<file path="config.mk">
export PLATFORM = sky130hd
export DESIGN_NAME = approx_adder_eval_ctrl
export DESIGN_NICKNAME = d
export VERILOG_FILES = /design/src/rtl/approx_eval_pkg.sv /design/src/rtl/approx_eval_lfsr.sv /design/src/rtl/approx_adder_eval_ctrl.sv
export SDC_FILE = /design/constraint.sdc
export NUM_CORES = 1
export LEC_CHECK = 0
export BUFFER_PORTS_ARGS = -buffer_cell sky130_fd_sc_hd__buf_4
export CAP_MARGIN = 20
export CORE_MARGIN = 2
export CORE_UTILIZATION = 50
export CTS_CLUSTER_SIZE = 16
export DETAILED_ROUTE_END_ITERATION = 6
export PLACE_DENSITY = 0.84
export RECOVER_POWER = 25
export REMOVE_ABC_BUFFERS = 1
export SETUP_SLACK_MARGIN = 0.1
export SYNTH_ARGS = -nofsm -noshare
export SYNTH_HDL_FRONTEND = slang
export SYNTH_SLANG_ARGS = --single-unit
</file>
<file path="constraint.sdc">
create_clock -name clk -period 4.9 [get_ports clk]
set_input_delay 0.98 -clock clk [delete_from_list [all_inputs] [get_ports clk]]
set_output_delay 0.98 -clock clk [all_outputs]
set_load 0.02 [all_outputs]
</file>
<file path="src/rtl/approx_eval_pkg.sv">
`default_nettype none
// ============================================================================
// Module   : approx_eval_pkg
// Purpose  : Shared types and constants for the approximate-adder evaluation
//            sequencer. Holds the FSM state encoding, LFSR constants, default
//            parameter values and the single-step LFSR helper.
// Ports    : none (package)
// Revision : 1.0 - initial release
// ============================================================================
package approx_eval_pkg;

    // Sequencer states, explicitly encoded on two bits
    typedef enum logic [1:0] {
        IDLE  = 2'd0,
        RUN   = 2'd1,
        DRAIN = 2'd2,
        DONE  = 2'd3
    } state_t;

    // Galois feedback mask for x^32 + x^22 + x^2 + x + 1 (right-shifting form)
    localparam logic [31:0] c_lfsr_mask  = 32'h8020_0003;

    // An all-zero LFSR state is a lock-up state; this replaces a zero seed
    localparam logic [31:0] c_seed_subst = 32'h0000_0001;

    // Default parameter values for the evaluation controller
    localparam int c_def_w   = 16;
    localparam int c_def_cw  = 20;
    localparam int c_def_sw  = 40;
    localparam int c_def_lat = 1;

    // One Galois LFSR step: shift right, fold the mask back in when the
    // outgoing bit is set
    function automatic logic [31:0] lfsr_step(input logic [31:0] s);
        lfsr_step = s[0] ? ((s >> 1) ^ c_lfsr_mask) : (s >> 1);
    endfunction

endpackage : approx_eval_pkg
`default_nettype wire

</file>
<file path="src/rtl/approx_eval_lfsr.sv">
`default_nettype none
// ============================================================================
// Module   : approx_eval_lfsr
// Purpose  : 32-bit Galois LFSR operand generator with seed load and advance.
// Ports    : clk      - clock, rising edge
//            rst_n    - asynchronous active-low reset (state -> 32'h1)
//            load     - load seed this cycle (zero seed replaced by 32'h1)
//            seed     - seed value
//            advance  - step the LFSR this cycle (ignored while loading)
//            state    - current LFSR state
// Revision : 1.0 - initial release
// ============================================================================
module approx_eval_lfsr
    import approx_eval_pkg::*;
(
    input  logic        clk,
    input  logic        rst_n,
    input  logic        load,
    input  logic [31:0] seed,
    input  logic        advance,
    output logic [31:0] state
);

    logic [31:0] r_state;

    always_ff @(posedge clk or negedge rst_n) begin
        if (!rst_n) begin
            r_state <= c_seed_subst;
        end else if (load) begin
            r_state <= (seed == 32'd0) ? c_seed_subst : seed;
        end else if (advance) begin
            r_state <= lfsr_step(r_state);
        end
    end

    assign state = r_state;

endmodule : approx_eval_lfsr
`default_nettype wire

</file>
<file path="src/rtl/approx_adder_eval_ctrl.sv">
`default_nettype none
// ============================================================================
// Module   : approx_adder_eval_ctrl
// Purpose  : Self-checking evaluation sequencer for one approximate adder.
//            Issues LFSR operand pairs, tracks the exact sum through a
//            LAT-deep pipeline and accumulates error statistics.
// Ports    : clk, rst_n           - clock / asynchronous active-low reset
//            start, abort         - run request / synchronous cancel
//            num_vectors, seed    - run length and LFSR seed (sampled on start)
//            op_a, op_b, op_valid - operands issued to the adder
//            adder_res            - adder result, LAT cycles after issue
//            busy, done           - run status / completion pulse
//            err_count, err_sum,  - erroneous-vector count, saturating sum of
//            err_max                |error| and largest |error|
// Revision : 1.0 - initial release
// ============================================================================
module approx_adder_eval_ctrl
    import approx_eval_pkg::*;
#(
    parameter int W   = c_def_w,
    parameter int CW  = c_def_cw,
    parameter int SW  = c_def_sw,
    parameter int LAT = c_def_lat
) (
    input  logic          clk,
    input  logic          rst_n,
    input  logic          start,
    input  logic          abort,
    input  logic [CW-1:0] num_vectors,
    input  logic [31:0]   seed,
    output logic [W-1:0]  op_a,
    output logic [W-1:0]  op_b,
    output logic          op_valid,
    input  logic [W:0]    adder_res,
    output logic          busy,
    output logic          done,
    output logic [CW-1:0] err_count,
    output logic [SW-1:0] err_sum,
    output logic [W:0]    err_max
);

    // Accumulator width wide enough that sum + diff cannot overflow before
    // the saturation test
    localparam int              c_aw       = ((SW > W + 2) ? SW : W + 2) + 1;
    localparam logic [CW-1:0]   c_cnt_one  = CW'(1);
    localparam logic [W+1:0]    c_diff_one = (W + 2)'(1);

    state_t        r_state;
    state_t        w_state_nxt;
    logic [CW-1:0] r_num;
    logic [CW-1:0] r_issue_cnt;
    logic [CW-1:0] w_cnt_inc;
    logic [W-1:0]  r_op_a_hold;
    logic [W-1:0]  r_op_b_hold;
    logic [31:0]   w_lfsr;
    logic          w_accept;
    logic          w_issue;
    logic          w_last_issue;
    logic          w_flush;
    logic [W:0]    w_exact;
    logic          w_tail_valid;
    logic [W:0]    w_tail_exact;
    logic          w_pipe_pending;
    logic [W+1:0]  w_diff_raw;
    logic [W+1:0]  w_diff;
    logic [c_aw-1:0] w_sum_ext;
    logic [SW-1:0] w_sum_sat;
    logic [CW-1:0] r_err_count;
    logic [SW-1:0] r_err_sum;
    logic [W:0]    r_err_max;

    // ------------------------------------------------------------------
    // Control decode
    // ------------------------------------------------------------------
    assign w_accept     = (r_state == IDLE) && start && !abort;
    assign w_issue      = (r_state == RUN);
    assign w_cnt_inc    = r_issue_cnt + c_cnt_one;
    assign w_last_issue = w_issue && (w_cnt_inc == r_num);
    assign w_flush      = abort && ((r_state == RUN) || (r_state == DRAIN));

    // ------------------------------------------------------------------
    // Operand generator
    // ------------------------------------------------------------------
    approx_eval_lfsr u_lfsr (
        .clk     (clk),
        .rst_n   (rst_n),
        .load    (w_accept),
        .seed    (seed),
        .advance (w_issue),
        .state   (w_lfsr)
    );

    // Operands follow the LFSR during RUN and freeze on the last issued pair
    // afterwards, so the adder input does not toggle between runs
    always_ff @(posedge clk or negedge rst_n) begin
        if (!rst_n) begin
            r_op_a_hold <= '0;
            r_op_b_hold <= '0;
        end else if (w_issue) begin
            r_op_a_hold <= w_lfsr[W-1:0];
            r_op_b_hold <= w_lfsr[31:32-W];
        end
    end

    assign op_a     = w_issue ? w_lfsr[W-1:0]   : r_op_a_hold;
    assign op_b     = w_issue ? w_lfsr[31:32-W] : r_op_b_hold;
    assign op_valid = w_issue;
    assign w_exact  = {1'b0, op_a} + {1'b0, op_b};

    // ------------------------------------------------------------------
    // Issue counter and run length
    // ------------------------------------------------------------------
    always_ff @(posedge clk or negedge rst_n) begin
        if (!rst_n) begin
            r_num       <= '0;
            r_issue_cnt <= '0;
        end else if (w_accept) begin
            r_num       <= num_vectors;
            r_issue_cnt <= '0;
        end else if (w_issue) begin
            r_issue_cnt <= w_cnt_inc;
        end
    end

    // ------------------------------------------------------------------
    // Exact-sum pipeline matching the adder latency
    // ------------------------------------------------------------------
    generate
        if (LAT == 0) begin : g_lat_zero
            assign w_tail_valid   = w_issue;
            assign w_tail_exact   = w_exact;
            assign w_pipe_pending = 1'b0;
        end else begin : g_lat_pipe
            logic [LAT-1:0] r_pv;
            logic [W:0]     r_pe [LAT];

            always_ff @(posedge clk or negedge rst_n) begin
                if (!rst_n) begin
                    r_pv <= '0;
                    for (int i = 0; i < LAT; i++) begin
                        r_pe[i] <= '0;
                    end
                end else begin
                    r_pv[0] <= w_issue && !w_flush;
                    r_pe[0] <= w_exact;
                    for (int i = 1; i < LAT; i++) begin
                        r_pv[i] <= r_pv[i-1] && !w_flush;
                        r_pe[i] <= r_pe[i-1];
                    end
                end
            end

            assign w_tail_valid = r_pv[LAT-1];
            assign w_tail_exact = r_pe[LAT-1];

            // Pending means something other than the entry currently being
            // compared is still in flight; the tail's update registers on the
            // same edge that would move the FSM to DONE
            if (LAT == 1) begin : g_pend_single
                assign w_pipe_pending = 1'b0;
            end else begin : g_pend_multi
                assign w_pipe_pending = |r_pv[LAT-2:0];
            end
        end
    endgenerate

    // ------------------------------------------------------------------
    // Error measurement
    // ------------------------------------------------------------------
    // The signed difference of two W+1 bit values fits in W+2 bits and its
    // magnitude fits in W+1 bits
    assign w_diff_raw = {1'b0, adder_res} - {1'b0, w_tail_exact};
    assign w_diff     = w_diff_raw[W+1] ? (~w_diff_raw + c_diff_one) : w_diff_raw;
    assign w_sum_ext  = c_aw'(r_err_sum) + c_aw'(w_diff);
    assign w_sum_sat  = (|w_sum_ext[c_aw-1:SW]) ? {SW{1'b1}} : w_sum_ext[SW-1:0];

    always_ff @(posedge clk or negedge rst_n) begin
        if (!rst_n) begin
            r_err_count <= '0;
            r_err_sum   <= '0;
            r_err_max   <= '0;
        end else if (w_accept) begin
            r_err_count <= '0;
            r_err_sum   <= '0;
            r_err_max   <= '0;
        end else if (w_tail_valid) begin
            if (w_diff != '0) begin
                r_err_count <= w_cnt_inc_err(r_err_count);
            end
            r_err_sum <= w_sum_sat;
            if (w_diff[W:0] > r_err_max) begin
                r_err_max <= w_diff[W:0];
            end
        end
    end

    // Count never exceeds num_vectors, so a plain increment cannot wrap
    function automatic logic [CW-1:0] w_cnt_inc_err(input logic [CW-1:0] v);
        w_cnt_inc_err = v + c_cnt_one;
    endfunction

    assign err_count = r_err_count;
    assign err_sum   = r_err_sum;
    assign err_max   = r_err_max;

    // ------------------------------------------------------------------
    // Sequencer FSM
    // ------------------------------------------------------------------
    always_ff @(posedge clk or negedge rst_n) begin
        if (!rst_n) begin
            r_state <= IDLE;
        end else begin
            r_state <= w_state_nxt;
        end
    end

    always_comb begin
        w_state_nxt = r_state;
        case (r_state)
            IDLE: begin
                if (w_accept) begin
                    w_state_nxt = (num_vectors == '0) ? DONE : RUN;
                end
            end
            RUN: begin
                if (abort) begin
                    w_state_nxt = IDLE;
                end else if (w_last_issue) begin
                    // With a combinational adder the last compare happens in
                    // the last issue cycle, so there is nothing to drain
                    w_state_nxt = (LAT == 0) ? DONE : DRAIN;
                end
            end
            DRAIN: begin
                if (abort) begin
                    w_state_nxt = IDLE;
                end else if (!w_pipe_pending) begin
                    w_state_nxt = DONE;
                end
            end
            DONE: begin
                w_state_nxt = IDLE;
            end
            default: begin
                w_state_nxt = IDLE;
            end
        endcase
    end

    assign busy = (r_state == RUN) || (r_state == DRAIN);
    assign done = (r_state == DONE);

endmodule : approx_adder_eval_ctrl
`default_nettype wire

</file>
==> impl_metrics.json, run 1 <==
{
  "wl_met2_um": 18820,
  "antennaDiodeCount": 0,
  "fillers": 1910,
  "cts_tree": "yes",
  "slew-limit-headroom_pct": -51.31,
  "ff_latch_area_mm2": 0.005031,
  "final_net_count": 1951,
  "grt_pass1_vias": 12550,
  "violations": "max-capacitance violations, max-slew violations, negative setup slack",
  "core_mm2": 0.02606,
  "viasPerCell": 5.870,
  "hold_viol": 0,
  "wirelength_met1_um": 15550,
  "dr_total_vias": 12600,
  "cts_buffers": 22,
  "final_common_cell": "buf_4",
  "fin_skew_ns": 0.02143,
  "initial_core_util_pct": 50.94,
  "clkSlewWorstSetupHoldPaths_ns": 0.06,
  "layout_min_cycle_time_ns": 5.056,
  "arrival_ns": 5.49,
  "clk_path_buf_depth": 3,
  "antenna_left": 0,
  "dieHeight_um": 166.9,
  "cts.sinks": 201,
  "grt_max_degree": 123,
  "required_ns": 5.34,
  "grt_use_total_pct": 26.14,
  "fp.dieW_um": 166.9,
  "final_area_mm2": 0.01765,
  "first_pass_iters": 5,
  "yosys.area.top_type": "dfrtp_1",
  "fin_ws_ns": -0.1559,
  "antenna_found_initial": 0,
  "hold_class": "register to register",
  "max_cap_viol_count": 3,
  "grt-ovfl-total": 0,
  "syn-instance-count": 1449,
  "final_util_pct": 67.72,
  "htree_levels": 1,
  "netlist_area_mm2": 0.01327,
  "status": "finished with violations",
  "async_flop_share_pct": 100.0,
  "highest_layer": "met4",
  "layout_common_cells": "buf_4 (375), dfrtp_1 (200), nand2_1 (186), nor2_1 (101), ha_1 (70)",
  "gp_congestion": 0.9326,
  "fmax_mhz": 197.8,
  "dp_hpwl_um": 27040,
  "critPathMaxFanout": 14,
  "multi_input_area_mm2": 0.008138,
  "synth_area_per_cell_um2": 9.161,
  "wl_per_cell_um": 17.68,
  "post_dp_cell_area_mm2": 0.01623,
  "die-area_mm2": 0.02787,
  "netlist_top_cells_area": "dfrtp_1 (38%), ha_1 (7.3%), nand2_1 (5.3%)",
  "synth.yosys.seq_area_share_pct": 37.90,
  "wl_met3_um": 2441,
  "core.rowCount": 59,
  "ys_warn_count": 0,
  "setup_viol": 53,
  "areaGrowthSynthToFinish_pct": 32.94,
  "io_buffer_count": 184,
  "drt_wl_total_um": 37940,
  "synth_ff_type": "dfrtp_1",
  "pin_count": 185,
  "max_slew.worst_pin.slew_ns": 2.270,
  "synth-edff-count": 0,
  "clock_latency_ns": 0.53,
  "start_kind": "input port",
  "cts_root_buffer": "clkbuf_16",
  "layout-drive-gt1-share_pct": 31.58,
  "period_share_pct": 103.2,
  "synth_top_area_share_pct": 37.70,
  "path_class": "input port to register",
  "ys_seq_elements": 201,
  "first_iter_violations": 926,
  "grt_pass1_wl_um": 61560,
  "drc": 0,
  "synth.distinct_cells": 92,
  "rsz0062_at_grt": "true",
  "endpoint_kind": "register",
  "drv_slew": 206
}
-- per-layer routing --
layer,up-vias,global-route usage [%]
met1,6117,32.89
met2,492,46.36
met5,-,0
met4,0,7.384
li1,5896,-
met3,92,4.278
-- path summary, 6_finish.rpt --
check	start	slack, ns	depth (start not counted)	endpoint
worst max-delay path	adder_res[0]	-0.16	24	err_sum[31]$_DFFE_PN0P_
worst min-delay path	r_num[0]$_DFFE_PN0P_	0.50	2	r_num[0]$_DFFE_PN0P_
worst max register to register	g_lat_pipe.r_pe[0]$_DFF_PN0_	0	22	err_sum[31]$_DFFE_PN0P_
worst min register to register	r_num[0]$_DFFE_PN0P_	0.50	2	r_num[0]$_DFFE_PN0P_
max in group asynchronous	rst_n	0.77	2	err_count[11]$_DFFE_PN0P_
min in group asynchronous	rst_n	1.02	1	err_max[8]$_DFFE_PN0P_
-- what timing repair did --
| action | CTS | global route |
|---|---|---|
| hold buffers | 0 | 0 |
| pin swaps | 21 | 35 |
| buffers inserted | 9 | 10 |
| setup endpoints to repair | 57 | 57 |
| resized for setup | 52 | 50 |
| gates cloned | 1 | 1 |
-- logic make-up (layout without fill, tap and decap cells) --
logic type	Yosys count	in the layout	share of synthesized area [%]
flops	201	201	37.90
buf+inv	139	501	4.411
xor+xnor	106	106	6.994
fa+ha+maj	80	80	7.710
mux	86	86	6.787
compound gates	320	320	17.33
simple gates	517	517	18.86
-- cell usage after synthesis (all sizes together), types with 8 or more instances --
master,instances
inv,70
nor2,109
buf,24
a211oi,11
a21o,26
or2,12
o22ai,8
xor2,43
nand4,27
xnor2,63
o21a,15
nor3,30
and4,13
a21oi,63
ha,77
mux2,32
and3,20
nor4,25
nand2,189
mux2i,54
a31oi,29
clkbuf,45
nand3,46
nand2b,13
o21ai,80
o31ai,8
o41ai,12
dfrtp,200
-- critical path: stages --
cell and delay (ns):
buf_8 0.08, inv_4 0.03, ha_4 0.15, fa_2 0.40, buf_6 0.13, xor2_2 0.18, buf_4 0.15, and3_1 0.19
a41oi_1 0.42, nor3_4 0.07, buf_4 0.15, a31oi_2 0.27, xnor2_2 0.14, buf_4 0.16, ha_1 0.33, nand4_1 0.15
nand3b_1 0.23, a21o_1 0.20, a2111o_1 0.51, buf_6 0.18, buf_12 0.14, nand2_1 0.06, mux2i_1 0.07, nor2_1 0.11
-- registers in the layout (all words and copies together), names as in the netlist --
name             cells
err_count           20
err_max             17
err_sum             40
g_lat_pipe.r_pe     17
g_lat_pipe.r_pv      1
r_issue_cnt         20
r_num               20
r_op_a_hold         16
r_op_b_hold         16
r_state              2
u_lfsr.state        32
-- area by class of cell --
type / instances / share of cell area, %
Multi-Input combinational cell: 1109 / 46.11
Sequential cell: 201 / 28.51
Timing Repair Buffer: 394 / 17.48
Clock buffer: 29 / 3.439
Tap cell: 335 / 2.375
Inverter: 70 / 1.503
Clock inverter: 8 / 0.5743
-- metrics by stage --
stage	cells	hold WS (ns)	TNS, ns	worst slack [ns]
2_1_floorplan	1380	0.4652	-97.71	-1.844
3_3_place_gp	2086	0.4803	-28.31	-0.6283
3_5_place_dp	2086	0.4862	-34.09	-0.7576
4_1_cts	2133	0.5010	0	0.06043
5_1_grt	2146	0.5188	-11.16	-0.2851
6_report	2146	0.4998	-4.000	-0.1559
Power of run 1 is not shown: default switching activity piles up to over one toggle a cycle in this logic, so the estimate is an artifact.
==> run 2: changes to the inputs <==
--- a/config.mk
+++ b/config.mk
@@ -5,13 +5,14 @@
 export SDC_FILE = /design/constraint.sdc
 export NUM_CORES = 1
 export LEC_CHECK = 0
-export BUFFER_PORTS_ARGS = -buffer_cell sky130_fd_sc_hd__buf_4
 export CAP_MARGIN = 20
 export CORE_MARGIN = 2
 export CORE_UTILIZATION = 50
+export CTS_BUF_LIST = sky130_fd_sc_hd__clkbuf_8
 export CTS_CLUSTER_SIZE = 16
 export DETAILED_ROUTE_END_ITERATION = 6
-export PLACE_DENSITY = 0.84
+export DONT_BUFFER_PORTS = 1
+export PLACE_DENSITY = 0.78
 export RECOVER_POWER = 25
 export REMOVE_ABC_BUFFERS = 1
 export SETUP_SLACK_MARGIN = 0.1
==> run 2 against run 1 <==
Effect of this change: the run now ends clean; worst hold slack got worse by 0.34 ns; first-iteration DRC count decreased by 1.4%; setup slack improved by 0.21 ns; count of clock-buffer cells in the layout grew 15; non-clock buffer count fell by 185; via count fell by 6.9%; global-route usage is 1.3 points lower; critical path depth down 3; final cell count shrank 7.6%; critical path type unchanged; critical endpoint is now err_sum[33]$_DFFE_PN0P_; largest cell class unchanged.
==> impl_metrics.json, run 2 (same netlist as run 1, synthesis figures left out) <==
{
  "status": "completed",
  "core.rowCount": 59,
  "gp_congestion": 0.9395,
  "crit_buf_inv": 4,
  "dp_hpwl_um": 25240,
  "hold_class": "input port to async pin",
  "slowest_delay_ns": 0.47,
  "setup_viol": 0,
  "final_net_count": 1780,
  "start_kind": "input port",
  "startpoint": "adder_res[11]",
  "dr_total_vias": 11730,
  "ff2ff_path_depth": 23,
  "initial_core_util_pct": 50.94,
  "final_common_cell": "dfrtp_1",
  "holdWs_ns": 0.1619,
  "core_mm2": 0.02606,
  "reg2reg_from": "g_lat_pipe.r_pe[0]$_DFF_PN0_",
  "antenna_left": 0,
  "first_pass_iters": 7,
  "cts_root_buffer": "clkbuf_8",
  "clock_latency_ns": 0.54,
  "viasPerCell": 5.917,
  "die-area_mm2": 0.02787,
  "clk_path_buf_depth": 3,
  "clkSlewWorstSetupHoldPaths_ns": 0.06,
  "wl_met2_um": 17920,
  "wl_per_cell_um": 18.55,
  "htree_levels": 2,
  "grt-ovfl-total": 0,
  "cts_buffers": 36,
  "arrival_ns": 5.26,
  "endpoint_kind": "register",
  "path_class": "input port to register",
  "max_cap_viol_count": 0,
  "reg2reg_slack_ns": 0.13,
  "layout_min_cycle_time_ns": 4.841,
  "layout_common_cells": "dfrtp_1 (200), buf_4 (196), nand2_1 (184), nor2_1 (99), inv_1 (76)",
  "max_slew.worst_pin.slew_ns": 1.000,
  "path_cells": "ha_1 > o21ai_0 > nor2_2 > o41ai_4 > nand3_4 > buf_6 > xor2_1 > or2_2 > o31ai_2 > buf_4 > xor2_2 > inv_2 > ha_4 > and2_4 > nand3_1 > a21o_1 > a2111o_1 > buf_12 > nand2_1 > a21oi_2 > a211oi_1",
  "hold_viol": 0,
  "wirelength_met1_um": 15120,
  "areaGrowthSynthToFinish_pct": 23.75,
  "highest_layer": "met4",
  "cts.sinks": 201,
  "grt_pass1_vias": 11410,
  "io_buffer_count": 0,
  "rr_endpoint": "err_sum[33]$_DFFE_PN0P_",
  "fp.dieW_um": 166.9,
  "grt_max_degree": 202,
  "cts.hold.buffers_added": 0,
  "rsz0062_at_grt": "true",
  "antennaDiodeCount": 0,
  "fmax_mhz": 206.6,
  "wl_met3_um": 2712,
  "dieHeight_um": 166.9,
  "required_ns": 5.32,
  "fin_skew_ns": 0.02930,
  "grt_use_total_pct": 24.80,
  "grt_pass1_wl_um": 57160,
  "first_iter_violations": 913,
  "cpMaxStageDelayCell": "a2111o_1",
  "period_share_pct": 98.80,
  "drc": 0,
  "largest_reg_flops": 40,
  "antenna_found_initial": 0,
  "crit_family": "compound AO/OA/AOI/OAI gates",
  "pin_count": 185,
  "layout-drive-gt1-share_pct": 26.35,
  "cts_tree": "yes",
  "critPathMaxFanout": 8,
  "drv_slew": 0,
  "drt_wl_total_um": 36770,
  "slew-limit-headroom_pct": 33.25
}
==> run 2: final cells by class <==
| type | count | area [µm²] |
|---|---|---|
| clock buffers | 44 | 605.6 |
| clock inverters | 14 | 71.32 |
| fillers | 2060 | 9632 |
| inverters | 70 | 270.3 |
| multi-input cells | 1109 | 8351 |
| flip-flops and latches | 201 | 5031 |
| well taps | 335 | 419.2 |
| repair buffers | 209 | 1679 |
==> run 2: what timing repair did <==
action,4_1_cts,5_1_grt
gates resized for setup,27,105
cloned,0,1
buffers inserted,4,17
endpoints found under the setup margin,55,57
pin swaps,17,39
==> run 2: worst max path at each step <==
stage                     cells past startpoint  slack, ns                      end
after global placement                       21      -0.54  err_sum[39]$_DFFE_PN0P_
after detailed placement                     21      -0.62  err_sum[39]$_DFFE_PN0P_
after floorplan                              19      -1.84  err_max[16]$_DFFE_PN0P_
final                                        21       0.06  err_sum[33]$_DFFE_PN0P_
after global routing                         22      -0.14  err_sum[33]$_DFFE_PN0P_
after CTS                                    21       0.05  err_sum[39]$_DFFE_PN0P_
==> run 2: per-layer routing <==
metal  vias up  track usage, %
met5         -               0
met4         0           9.258
met3        78           6.559
met2       412           41.15
met1      5666           31.09
li1       5572               -
==> run 2: stage by stage <==
stage | TNS (ns) | util (%) | setup slack [ns] | cells | cell area, µm²
finish | 0 | 63.04 | 0.05896 | 1982 | 16430
global route | -0.9508 | 63.04 | -0.1408 | 1982 | 16430
CTS | 0 | 60.37 | 0.04864 | 1964 | 15730
detailed placement | -30.16 | 57.01 | -0.6173 | 1902 | 14860
global placement | -25.48 | 57.01 | -0.5364 | 1902 | 14860
floorplan | -97.71 | - | -1.844 | 1380 | 12950
Power of run 2 is left out for the same reason.
==> run 3: changes to the inputs <==
--- a/config.mk
+++ b/config.mk
@@ -12,7 +12,7 @@
 export CTS_CLUSTER_SIZE = 16
 export DETAILED_ROUTE_END_ITERATION = 6
 export DONT_BUFFER_PORTS = 1
-export PLACE_DENSITY = 0.78
+export PLACE_DENSITY = 0.75
 export RECOVER_POWER = 25
 export REMOVE_ABC_BUFFERS = 1
 export SETUP_SLACK_MARGIN = 0.1
==> constraint.sdc (replaced) <==
create_clock -name clk -period 5.13 [get_ports clk]
set_input_delay 1.026 -clock clk [delete_from_list [all_inputs] [get_ports clk]]
set_output_delay 1.026 -clock clk [all_outputs]
set_load 0.02 [all_outputs]
==> run 3 against run 2 <==
Effect of this change: flip-flop and latch count is the same; clock skew shrank 0.013 ns; critical path depth grew 1; worst hold slack gained 0.032 ns; first-iteration DRC count shrank 23%.
==> impl_metrics.json, run 3 (same netlist as run 1, synthesis figures left out) <==
{
  "status": "completed",
  "die-area_mm2": 0.02787,
  "cts_tree": "yes",
  "layout-drive-gt1-share_pct": 22.46,
  "pin_count": 185,
  "multi_input_area_mm2": 0.008109,
  "antenna_found_initial": 0,
  "cts.sinks": 201,
  "core.rowCount": 59,
  "cts_buffers": 36,
  "ff_latch_area_mm2": 0.005031,
  "htree_levels": 2,
  "grt_use_total_pct": 24.68,
  "place_inst": 1876,
  "grt_max_degree": 202,
  "io_buffer_count": 0,
  "antenna_left": 0,
  "fin_cells": 1956,
  "fin_skew_ns": 0.01638,
  "wl_per_cell_um": 18.32,
  "gp_congestion": 0.9019,
  "start_kind": "input port",
  "clock_latency_ns": 0.53,
  "path_class": "input port to register",
  "clkSlewWorstSetupHoldPaths_ns": 0.06,
  "rsz0062_at_grt": "true",
  "areaGrowthSynthToFinish_pct": 20.35,
  "cts.hold.buffers_added": 0,
  "ff2ff_path_depth": 21,
  "cts_root_buffer": "clkbuf_8",
  "clk_path_buf_depth": 3,
  "fmax_mhz": 196.2,
  "reg2reg_from": "g_lat_pipe.r_pe[0]$_DFF_PN0_",
  "core_mm2": 0.02606,
  "rr_endpoint": "err_sum[21]$_DFFE_PN0P_",
  "dieHeight_um": 166.9,
  "grt_pass1_wl_um": 57240,
  "layout_min_cycle_time_ns": 5.098,
  "drc": 0,
  "fp.dieW_um": 166.9,
  "fin_ws_ns": 0.03212,
  "final_common_cell": "dfrtp_1",
  "grt-ovfl-total": 0,
  "finalSetupTns_ns": 0,
  "setup_viol": 0,
  "hold_class": "input port to async pin",
  "endpoint_kind": "register",
  "layout_common_cells": "dfrtp_1 (200), nand2_1 (186), buf_4 (165), nor2_1 (102), inv_1 (84)",
  "holdWs_ns": 0.1937,
  "slew-limit-headroom_pct": 43.72,
  "dr_total_vias": 11500,
  "first_pass_iters": 6,
  "max_slew.worst_pin.slew_ns": 0.8442,
  "required_ns": 5.57,
  "fillers": 2155,
  "largest_reg_flops": 40,
  "drt_wl_total_um": 35840,
  "dp_slack_ns": -0.5507,
  "period_share_pct": 99.37,
  "max_cap_viol_count": 0,
  "critPathMaxFanout": 5,
  "first_iter_violations": 699,
  "grt_pass1_vias": 11540,
  "reg2reg_slack_ns": 0.12,
  "arrival_ns": 5.54,
  "initial_core_util_pct": 50.94,
  "drv_slew": 0,
  "final_net_count": 1747,
  "antennaDiodeCount": 0,
  "hold_viol": 0,
  "viasPerCell": 5.877,
  "dp_hpwl_um": 25580
}
==> run 3: changes by cell type in the layout (fill, tap and decap cells not counted), sizes merged <==
cell,previous run,this run
clkbuf,45,46
inv,81,88
buf,208,174
==> run 3: worst max-delay path, stage by stage <==
cell,delay [ns]
inv_8,0.01
ha_4,0.15
fa_2,0.38
buf_6,0.13
and2b_1,0.22
o2111ai_2,0.15
a31oi_2,0.22
buf_6,0.17
xnor2_4,0.09
nor3_2,0.26
nand2_2,0.14
a21bo_2,0.25
a211o_1,0.29
ha_4,0.29
nand4_1,0.13
nand3b_1,0.24
a21o_1,0.23
a2111o_1,0.56
buf_12,0.20
a21oi_1,0.14
nor2_1,0.07
a211oi_1,0.17
==> run 3: area by class of cell <==
type                    count  share of cell area [%]
flip-flops and latches    201                   31.49
clock buffers              44                   3.791
multi-input cells        1109                   50.76
clock inverters            21                  0.6187
inverters                  70                   1.692
repair buffers            176                   9.023
well taps                 335                   2.624
==> run 3: how the worst max path moves through the flow <==
stage                       startpoint                       to  slack, ns  cells past startpoint
after floorplan           adder_res[0]  err_max[16]$_DFFE_PN0P_      -1.66                     19
after global placement    adder_res[0]  err_sum[35]$_DFFE_PN0P_      -0.37                     24
after detailed placement  adder_res[0]  err_sum[35]$_DFFE_PN0P_      -0.55                     23
after CTS                 adder_res[0]  err_sum[25]$_DFFE_PN0P_       0.11                     23
after global routing      adder_res[0]  err_sum[21]$_DFFE_PN0P_      -0.11                     22
final                     adder_res[0]  err_sum[21]$_DFFE_PN0P_       0.03                     22
==> run 3: through the flow <==
step / utilization, % / area [µm²]
6_report: 61.31 / 15980
5_1_grt: 61.31 / 15980
4_1_cts: 58.99 / 15370
3_5_place_dp: 56.22 / 14650
3_3_place_gp: 56.22 / 14650
2_1_floorplan: - / 12950
==> run 3: timing repair <==
item | CTS | global route
setup endpoints to repair | 8 | 56
pin swaps | 2 | 40
buffers inserted | 0 | 12
endpoints found under the hold margin | 0 | 0
gates resized for setup | 4 | 73
gates cloned | 0 | 2
==> run 3: per-layer routing <==
layer  vias up  GRT usage [%]  wire (µm)
met4         0          8.133       1040
li1       5496              -          -
met1      5529          30.40      14780
met2       386          41.65      17250
met5         -              0          0
met3        85          7.129       2768
Power of run 3 is left out for the same reason.
